==> src/rtl/ip_tx_arbiter_if.sv <==
// ip_tx_arbiter_if: requester streams, merged output stream and IP sideband.
// The master modport is the arbiter side, and the slave modport is the environment side.
interface ip_tx_arbiter_if #(
    parameter int NUM_PORTS  = 2,
    parameter int AXIS_BYTES = 4
);
    logic [NUM_PORTS-1:0]              axis_i_tvalid;
    logic [NUM_PORTS-1:0]              axis_i_tready;
    logic [NUM_PORTS-1:0]              axis_i_tlast;
    logic [NUM_PORTS*AXIS_BYTES-1:0]   axis_i_tkeep;
    logic [NUM_PORTS*AXIS_BYTES*8-1:0] axis_i_tdata;
    logic [NUM_PORTS*16-1:0]           axis_i_length;
    logic [NUM_PORTS*8-1:0]            axis_i_protocol;
    logic [NUM_PORTS*32-1:0]           axis_i_dst_ip;
    logic                              axis_o_tvalid;
    logic                              axis_o_tready;
    logic                              axis_o_tlast;
    logic [AXIS_BYTES-1:0]             axis_o_tkeep;
    logic [AXIS_BYTES*8-1:0]           axis_o_tdata;
    logic [15:0]                       axis_o_length;
    logic [7:0]                        axis_o_protocol;
    logic [31:0]                       axis_o_dst_ip;
    logic [$clog2(NUM_PORTS)-1:0]      axis_o_sel;
    modport master (
        input  axis_i_tvalid, axis_i_tlast, axis_i_tkeep, axis_i_tdata,
               axis_i_length, axis_i_protocol, axis_i_dst_ip, axis_o_tready,
        output axis_i_tready, axis_o_tvalid, axis_o_tlast, axis_o_tkeep, axis_o_tdata,
               axis_o_length, axis_o_protocol, axis_o_dst_ip, axis_o_sel
    );
    modport slave (
        output axis_i_tvalid, axis_i_tlast, axis_i_tkeep, axis_i_tdata,
               axis_i_length, axis_i_protocol, axis_i_dst_ip, axis_o_tready,
        input  axis_i_tready, axis_o_tvalid, axis_o_tlast, axis_o_tkeep, axis_o_tdata,
               axis_o_length, axis_o_protocol, axis_o_dst_ip, axis_o_sel
    );
endinterface

==> src/rtl/ip_tx_arbiter.sv <==
// ip_tx_arbiter: packet-level arbiter that merges NUM_PORTS AXI-Stream requesters and registers the IP sideband of the granted port.
// The default build uses round-robin arbitration. Define IP_TX_ARB_STRICT_PRIORITY_EN to grant the lowest-numbered valid port instead.
module ip_tx_arbiter #(
    parameter int NUM_PORTS  = 2,
    parameter int AXIS_BYTES = 4
) (
    input logic             clk,
    input logic             sresetn,
    ip_tx_arbiter_if.master bus
);
    localparam int SEL_W = $clog2(NUM_PORTS);
    localparam int DW    = AXIS_BYTES * 8;
`ifdef IP_TX_ARB_STRICT_PRIORITY_EN
    localparam bit STRICT = 1'b1;
`else
    localparam bit STRICT = 1'b0;
`endif
    typedef enum logic {IDLE, PASS} state_t;
    state_t               r_state;
    logic [SEL_W-1:0]     r_sel;
    logic [SEL_W-1:0]     r_rr_ptr;
    logic [15:0]          r_length;
    logic [7:0]           r_protocol;
    logic [31:0]          r_dst_ip;
    logic [NUM_PORTS-1:0] w_rot;
    logic [SEL_W-1:0]     w_off;
    logic [SEL_W:0]       w_sum;
    logic [SEL_W-1:0]     w_win;
    logic [SEL_W-1:0]     w_next_ptr;
    logic                 w_done;

    // Rotate the requests so that rr_ptr becomes bit 0. The lowest set bit then gives the offset of the winner.
    assign w_rot = NUM_PORTS'({bus.axis_i_tvalid, bus.axis_i_tvalid} >> r_rr_ptr);
    always_comb begin
        w_off = '0;
        for (int i = NUM_PORTS - 1; i >= 0; i--)
            if (w_rot[i]) w_off = SEL_W'(i);
    end
    assign w_sum      = {1'b0, r_rr_ptr} + {1'b0, w_off};
    assign w_win      = (w_sum >= (SEL_W+1)'(NUM_PORTS)) ? SEL_W'(w_sum - (SEL_W+1)'(NUM_PORTS)) : SEL_W'(w_sum);
    assign w_next_ptr = (r_sel == SEL_W'(NUM_PORTS - 1)) ? '0 : r_sel + SEL_W'(1);
    assign w_done     = bus.axis_o_tvalid && bus.axis_o_tready && bus.axis_o_tlast;

    always_comb begin
        bus.axis_i_tready        = '0;
        bus.axis_i_tready[r_sel] = (r_state == PASS) && bus.axis_o_tready;
    end
    assign bus.axis_o_tvalid   = (r_state == PASS) && bus.axis_i_tvalid[r_sel];
    assign bus.axis_o_tlast    = bus.axis_i_tlast[r_sel];
    assign bus.axis_o_tkeep    = bus.axis_i_tkeep[r_sel*AXIS_BYTES +: AXIS_BYTES];
    assign bus.axis_o_tdata    = bus.axis_i_tdata[r_sel*DW +: DW];
    assign bus.axis_o_sel      = r_sel;
    assign bus.axis_o_length   = r_length;
    assign bus.axis_o_protocol = r_protocol;
    assign bus.axis_o_dst_ip   = r_dst_ip;

    always_ff @(posedge clk or negedge sresetn)
        if (!sresetn) begin
            r_state    <= IDLE;
            r_sel      <= '0;
            r_rr_ptr   <= '0;
            r_length   <= '0;
            r_protocol <= '0;
            r_dst_ip   <= '0;
        end else if (r_state == IDLE) begin
            if (|bus.axis_i_tvalid) begin
                r_state    <= PASS;
                r_sel      <= w_win;
                r_length   <= bus.axis_i_length[w_win*16 +: 16];
                r_protocol <= bus.axis_i_protocol[w_win*8 +: 8];
                r_dst_ip   <= bus.axis_i_dst_ip[w_win*32 +: 32];
            end
        end else if (w_done) begin
            r_state  <= IDLE;
            r_rr_ptr <= STRICT ? r_rr_ptr : w_next_ptr;
        end
endmodule

==> src/flat_wrapper.sv <==
// flat-port wrapper written by rule: the top's interface ports become plain ports
module ip_tx_arbiter_flat 
#(
    parameter int NUM_PORTS  = 2,
    parameter int AXIS_BYTES = 4
)
  (clk, sresetn, bus_axis_i_tvalid, bus_axis_i_tlast, bus_axis_i_tkeep, bus_axis_i_tdata, bus_axis_i_length, bus_axis_i_protocol, bus_axis_i_dst_ip, bus_axis_o_tready, bus_axis_i_tready, bus_axis_o_tvalid, bus_axis_o_tlast, bus_axis_o_tkeep, bus_axis_o_tdata, bus_axis_o_length, bus_axis_o_protocol, bus_axis_o_dst_ip, bus_axis_o_sel);
  ip_tx_arbiter_if #(.NUM_PORTS(NUM_PORTS), .AXIS_BYTES(AXIS_BYTES)) bus_i ();
  input logic clk;
  input logic sresetn;
  input wire logic [$bits(bus_i.axis_i_tvalid)-1:0] bus_axis_i_tvalid;
  input wire logic [$bits(bus_i.axis_i_tlast)-1:0] bus_axis_i_tlast;
  input wire logic [$bits(bus_i.axis_i_tkeep)-1:0] bus_axis_i_tkeep;
  input wire logic [$bits(bus_i.axis_i_tdata)-1:0] bus_axis_i_tdata;
  input wire logic [$bits(bus_i.axis_i_length)-1:0] bus_axis_i_length;
  input wire logic [$bits(bus_i.axis_i_protocol)-1:0] bus_axis_i_protocol;
  input wire logic [$bits(bus_i.axis_i_dst_ip)-1:0] bus_axis_i_dst_ip;
  input wire logic [$bits(bus_i.axis_o_tready)-1:0] bus_axis_o_tready;
  output wire logic [$bits(bus_i.axis_i_tready)-1:0] bus_axis_i_tready;
  output wire logic [$bits(bus_i.axis_o_tvalid)-1:0] bus_axis_o_tvalid;
  output wire logic [$bits(bus_i.axis_o_tlast)-1:0] bus_axis_o_tlast;
  output wire logic [$bits(bus_i.axis_o_tkeep)-1:0] bus_axis_o_tkeep;
  output wire logic [$bits(bus_i.axis_o_tdata)-1:0] bus_axis_o_tdata;
  output wire logic [$bits(bus_i.axis_o_length)-1:0] bus_axis_o_length;
  output wire logic [$bits(bus_i.axis_o_protocol)-1:0] bus_axis_o_protocol;
  output wire logic [$bits(bus_i.axis_o_dst_ip)-1:0] bus_axis_o_dst_ip;
  output wire logic [$bits(bus_i.axis_o_sel)-1:0] bus_axis_o_sel;
  assign bus_i.axis_i_tvalid = bus_axis_i_tvalid;
  assign bus_i.axis_i_tlast = bus_axis_i_tlast;
  assign bus_i.axis_i_tkeep = bus_axis_i_tkeep;
  assign bus_i.axis_i_tdata = bus_axis_i_tdata;
  assign bus_i.axis_i_length = bus_axis_i_length;
  assign bus_i.axis_i_protocol = bus_axis_i_protocol;
  assign bus_i.axis_i_dst_ip = bus_axis_i_dst_ip;
  assign bus_i.axis_o_tready = bus_axis_o_tready;
  assign bus_axis_i_tready = bus_i.axis_i_tready;
  assign bus_axis_o_tvalid = bus_i.axis_o_tvalid;
  assign bus_axis_o_tlast = bus_i.axis_o_tlast;
  assign bus_axis_o_tkeep = bus_i.axis_o_tkeep;
  assign bus_axis_o_tdata = bus_i.axis_o_tdata;
  assign bus_axis_o_length = bus_i.axis_o_length;
  assign bus_axis_o_protocol = bus_i.axis_o_protocol;
  assign bus_axis_o_dst_ip = bus_i.axis_o_dst_ip;
  assign bus_axis_o_sel = bus_i.axis_o_sel;
  ip_tx_arbiter #(.NUM_PORTS(NUM_PORTS), .AXIS_BYTES(AXIS_BYTES)) u_core (.clk(clk), .sresetn(sresetn), .bus(bus_i));
endmodule
==> config.mk <==
export PLATFORM = sky130hd
export DESIGN_NAME = ip_tx_arbiter_flat
export DESIGN_NICKNAME = d
export VERILOG_FILES = /design/src/rtl/ip_tx_arbiter_if.sv /design/src/rtl/ip_tx_arbiter.sv /design/src/flat_wrapper.sv
export SDC_FILE = /design/constraint.sdc
export NUM_CORES = 1
export LEC_CHECK = 0
export CAP_MARGIN = 40
export CORE_AREA = 2 2 111 113
export DETAILED_ROUTE_END_ITERATION = 8
export DIE_AREA = 0 0 113 115
export PLACE_DENSITY_LB_ADDON = 0.1
export SYNTH_ARGS = -nofsm -noshare
export SYNTH_HDL_FRONTEND = slang
export SYNTH_SLANG_ARGS = --single-unit
==> constraint.sdc <==
create_clock -name clk -period 2.8 [get_ports clk]
set_clock_uncertainty 0.15 [all_clocks]
set_input_delay 0.56 -clock clk [delete_from_list [all_inputs] [get_ports clk]]
set_output_delay 0.56 -clock clk [all_outputs]
set_load 0.005 [all_outputs]
# Word level (Yosys, flattened, before mapping)
# Index checks and enable logic that the tools add are counted.
# word_totals
register_bits	59
input_bits	191
output_inout_bits	97
word_cells	41
# op_classes
n_addsub	3
magnitude_cmp	3
shifts	6
muxes	13
n_bitwise	2
n_reduce_logical	8
# op_table
operator	n
indexed part select 64 x 7 -> 32 bit	2
indexed part select 32 x 6 -> 16 bit	1
indexed part select 16 x 5 -> 8 bit	1
two-way mux 1 bit	12
indexed part select 8 x 4 -> 4 bit	1
logical AND 1 bit	5
AND reduction 2 bit	2
right shift 4 x 1 -> 2 bit	1
adder 1 x 1 -> 2 bit	1
bitwise AND 2 bit	1
greater-or-equal comparator 2 bit, second input constant	1
less-than comparator 1 x 2 -> 1 bit, second input constant	1
OR reduction 2 bit	1
adder 1 bit, second input constant	1
demux 1 bit (select 1 bit)	1
greater-or-equal comparator 1 bit, second input constant	1
inverter 1 bit	1
subtractor 1 bit, second input constant	1

# Longest topological paths before layout
# logic_depth
depth_word	7
ltp_mapped	6
ltp_nobuf	3

# Worst setup path after synthesis
# No wires, ideal clock.
# synth_timing
path_kind	input port to output port
start	input port bus_axis_i_tvalid[0]
end	output port bus_axis_o_tvalid
arrival_ps	1072
t_required_ps	2090
slack_ps	1018
path_stages	4
cell_sequence	buf_4 buf_2 mux2i_1 nor2_1
# synth_between
elab_chain_cells	3
# synth_rtl
element	line_no	rtl
start: declaration	flat_wrapper.sv:11	input wire logic [$bits(bus_i.axis_i_tvalid)-1:0] bus_axis_i_tvalid;
two-way mux 1 bit (not written as such) (2 in a row)	ip_tx_arbiter.sv:48	assign bus.axis_o_tvalid = (r_state == PASS) && bus.axis_i_tvalid[r_sel];
logical AND 1 bit	ip_tx_arbiter.sv:48	
end: declaration	flat_wrapper.sv:20	output wire logic [$bits(bus_i.axis_o_tvalid)-1:0] bus_axis_o_tvalid;
# No other way between the ends. The select of a mux whose other input is x is not followed.

# Final worst setup path
# layout_timing
start	register u_core.r_sel, in the netlist u_core.bus.axis_o_sel
end	output port bus_axis_o_tvalid
# layout_between
elab_chain_cells	3
# layout_rtl
element	line_no	rtl
start: declaration	ip_tx_arbiter.sv:20	logic [SEL_W-1:0] r_sel;
start signal: assignment	ip_tx_arbiter.sv:68	r_sel <= w_win;
two-way mux 1 bit (not written as such) (2 in a row)	ip_tx_arbiter.sv:48	
logical AND 1 bit	ip_tx_arbiter.sv:48	
# No other way between the ends. The select of a mux whose other input is x is not followed.

==> flow_summary.toml <==
[logic_synthesis]
ys_warn_count = 0
synth_top_area_cell = "dfrtp_1"
yosysSeqAreaShare_pct = 37.72
yosysUniqueCellTypes = 20
syn_avg_cell_area_um2 = 9.760
synth_top_area_share_pct = 37.72
synth_nets = 592
synth_area_leaders = "dfrtp_1 38%, o2111ai_1 25%, mux2_1 10%, nand3_1 7.2%, buf_6 6.6%"
postSynthCellCount = 401
ys_ff_latch = 59
syn_area_mm2 = 0.003914

[global_route]
grt-ovfl-total = 0
grt_pass1_wl_um = 25390
grt_max_degree = 75
grt_pass1_vias = 4403
antenna_found_initial = 0
track_usage_pct = 24.88

[drt]
wl_per_cell_um = 20.96
drt-vias-per-instance = 5.674
post-route-drc-count = 15
drt_iter0_drc = 463
num_vias = 4556
routed_wl_um = 16830
firstDrtPassIters = 7
postRouteAntennaNets = 0

[timing]
fin_crit_sh_pct = 91.52
rsz0062_at_grt = "false"
drv_slew = 0
setup_violations = 0
maxSlewHeadroom_pct = 55.22
fin_tns_setup_ns = 0
tightest_slew_ns = 0.6717
fmax_mhz = 390.2
period_needed_ns = 2.563
finalHoldViolations = 0

[worst_setup_path]
cp.arrival_ns = 1.85
r2r_cells = 5
startpoint_type = "flip-flop"
cp_max_fo = 43
critPathKind = "flip-flop to output port"
r2r-end = "u_core.bus.axis_o_dst_ip[24]"
endpoint_kind = "output port"
crit_required_ns = 2.09
r2r_setup_slack_ns = 0.98
r2r-start = "u_core.r_state"

[clock_tree]
clockBufferDepth = 2
root_buffer = "clkbuf_16"
cts_tree = "yes"
clk_pin_slew_worst_paths_ns = 0.05
cts_buffers = 9
cts_setup_buffers = 0
clk_latency_ns = 0.32
cts-resized-gates = 0
htreeDepth = 3
postCtsHoldBufs = 0
cts_sinks = 59

[power_and_ir_drop]
peakVddDrop_uv = 454.6
p_leak_uw = 0.002764
power_density_mw_per_mm2 = 797.8

[die]
die_area_mm2 = 0.01300
die_w_um = 113
fp-row-count = 40
num_io_pins = 288
initial_core_util_pct = 33.14
die_y_um = 115
core_mm2 = 0.01181

[outcome]
outcome = "finished with violations"
violations = "design-rule violations"

[placement]
gp_routability_congestion = 0.9236
hpwl_um = 11820
portBuffers = 287

[layout]
finalNetCount = 842
post-route-util_pct = 59.84
area_delta_synth_final_pct = 80.59
drive_above_1_share_pct = 6.098
num_antenna_cells = 0
nFillCells = 1034

[flow_run]
drv_cap = 0

[worst_hold_path]
hold_class = "input port to async pin"
==> per-layer routing <==
| layer | global-route usage, % | up-vias | wire length, um |
|---|---|---|---|
| met2 | 39.76 | 209 | 7889 |
| met5 | 0 | - | 0 |
| met3 | 7.011 | 15 | 1440 |
| met4 | 5.447 | 0 | 195 |
| li1 | - | 2105 | - |
| met1 | 33.85 | 2227 | 7305 |
==> through the flow <==
step | std cells | instance area, um^2 | total power (uW) | hold slack, ns | setup WS [ns]
2_1_floorplan | 401 | 3914 | 2660 | 0.1144 | 1.018
4_1_cts | 803 | 7068 | 5684 | 0.1122 | 0.2207
3_3_place_gp | 786 | 6679 | 4254 | 0.3105 | 0.3097
3_5_place_dp | 787 | 6706 | 4327 | 0.3159 | 0.3222
5_1_grt | 803 | 7068 | 5957 | 0.1144 | 0.1627
6_report | 803 | 7068 | 5639 | 0.09474 | 0.2375
==> final cells by class <==
class / count / area [um^2] / share of cell area [%]
inverter: 4 / 16.27 / 0.2301
multi-input combinational: 276 / 1983 / 28.06
tap: 147 / 183.9 / 2.602
clock inverter: 4 / 95.09 / 1.345
timing repair buffer: 301 / 3045 / 43.09
clock buffer: 12 / 266.5 / 3.771
sequential: 59 / 1478 / 20.91
==> synthesized netlist by cell type <==
cell type / count
dfrtp_1: 59
nor2_1: 2
o21ai_1: 1
a41oi_1: 1
o2111ai_1: 112
buf_4: 3
inv_2: 4
mux2i_1: 1
and3_1: 1
buf_6: 23
clkbuf_1: 12
a31oi_1: 2
o21bai_2: 1
mux2_1: 36
a21oi_1: 2
nand3_1: 56
nand2_1: 59
nor3_1: 1
mux2_2: 1
buf_2: 24
==> worst max path at each step <==
stage / start / end / slack (ns) / depth (start not counted)
2_1_floorplan: bus_axis_i_tvalid[0] / bus_axis_o_tvalid / 1.02 / 4
3_3_place_gp: bus_axis_o_tready / bus_axis_i_tready[0] / 0.31 / 4
3_5_place_dp: bus_axis_o_tready / bus_axis_i_tready[0] / 0.32 / 4
4_1_cts: u_core.bus.axis_o_sel / bus_axis_o_tvalid / 0.22 / 4
5_1_grt: u_core.bus.axis_o_sel / bus_axis_o_tvalid / 0.16 / 4
6_report: u_core.bus.axis_o_sel / bus_axis_o_tvalid / 0.24 / 4
==> cell families (layout without fill, tap and decap cells) <==
group / Yosys count / in the layout / synth area share [%]
muxes: 38 / 38 / 10.90
and+or+nand+nor: 119 / 119 / 13.30
buffers and inverters: 66 / 321 / 11.80
AOI/OAI and AO/OA: 119 / 119 / 26.28
DFF: 59 / 59 / 37.72
==> sequential cells by signal, indices dropped and copies added, names as in the netlist <==
name and flops:
u_core.bus.axis_o_dst_ip 32, u_core.bus.axis_o_length 16, u_core.bus.axis_o_protocol 8, u_core.bus.axis_o_sel 1, u_core.r_rr_ptr 1, u_core.r_state 1
==> worst max-delay path, cell delays in order (launching register included) <==
cell and delay, ns:
dfrtp_1 0.39, buf_12 0.19, mux2i_1 0.14, nor2_1 0.24, clkdlybuf4s50_1 0.56
==> placed cells by master, fill, tap and decap left out, types with 3 or more instances in the layout <==
cell,netlist,layout
inv_2,4,3
clkbuf_16,0,9
mux2_1,36,36
buf_12,0,5
clkbuf_8,0,3
nand3_1,56,56
buf_2,24,3
clkdlybuf4s50_1,0,284
dfrtp_1,59,58
o2111ai_1,112,112
bufinv_16,0,3
nand2_1,59,59
buf_4,3,8
==> where the power goes <==
group / leakage (uW) / internal [uW] / total, uW / switching, uW
combinational: 0.00185 / 1590 / 2850 / 1250
clock: 0.000179 / 940 / 1320 / 383
sequential: 0.000733 / 1250 / 1470 / 223
total: 0.00276 / 3780 / 5640 / 1860
(Power assumes the default switching activity.)
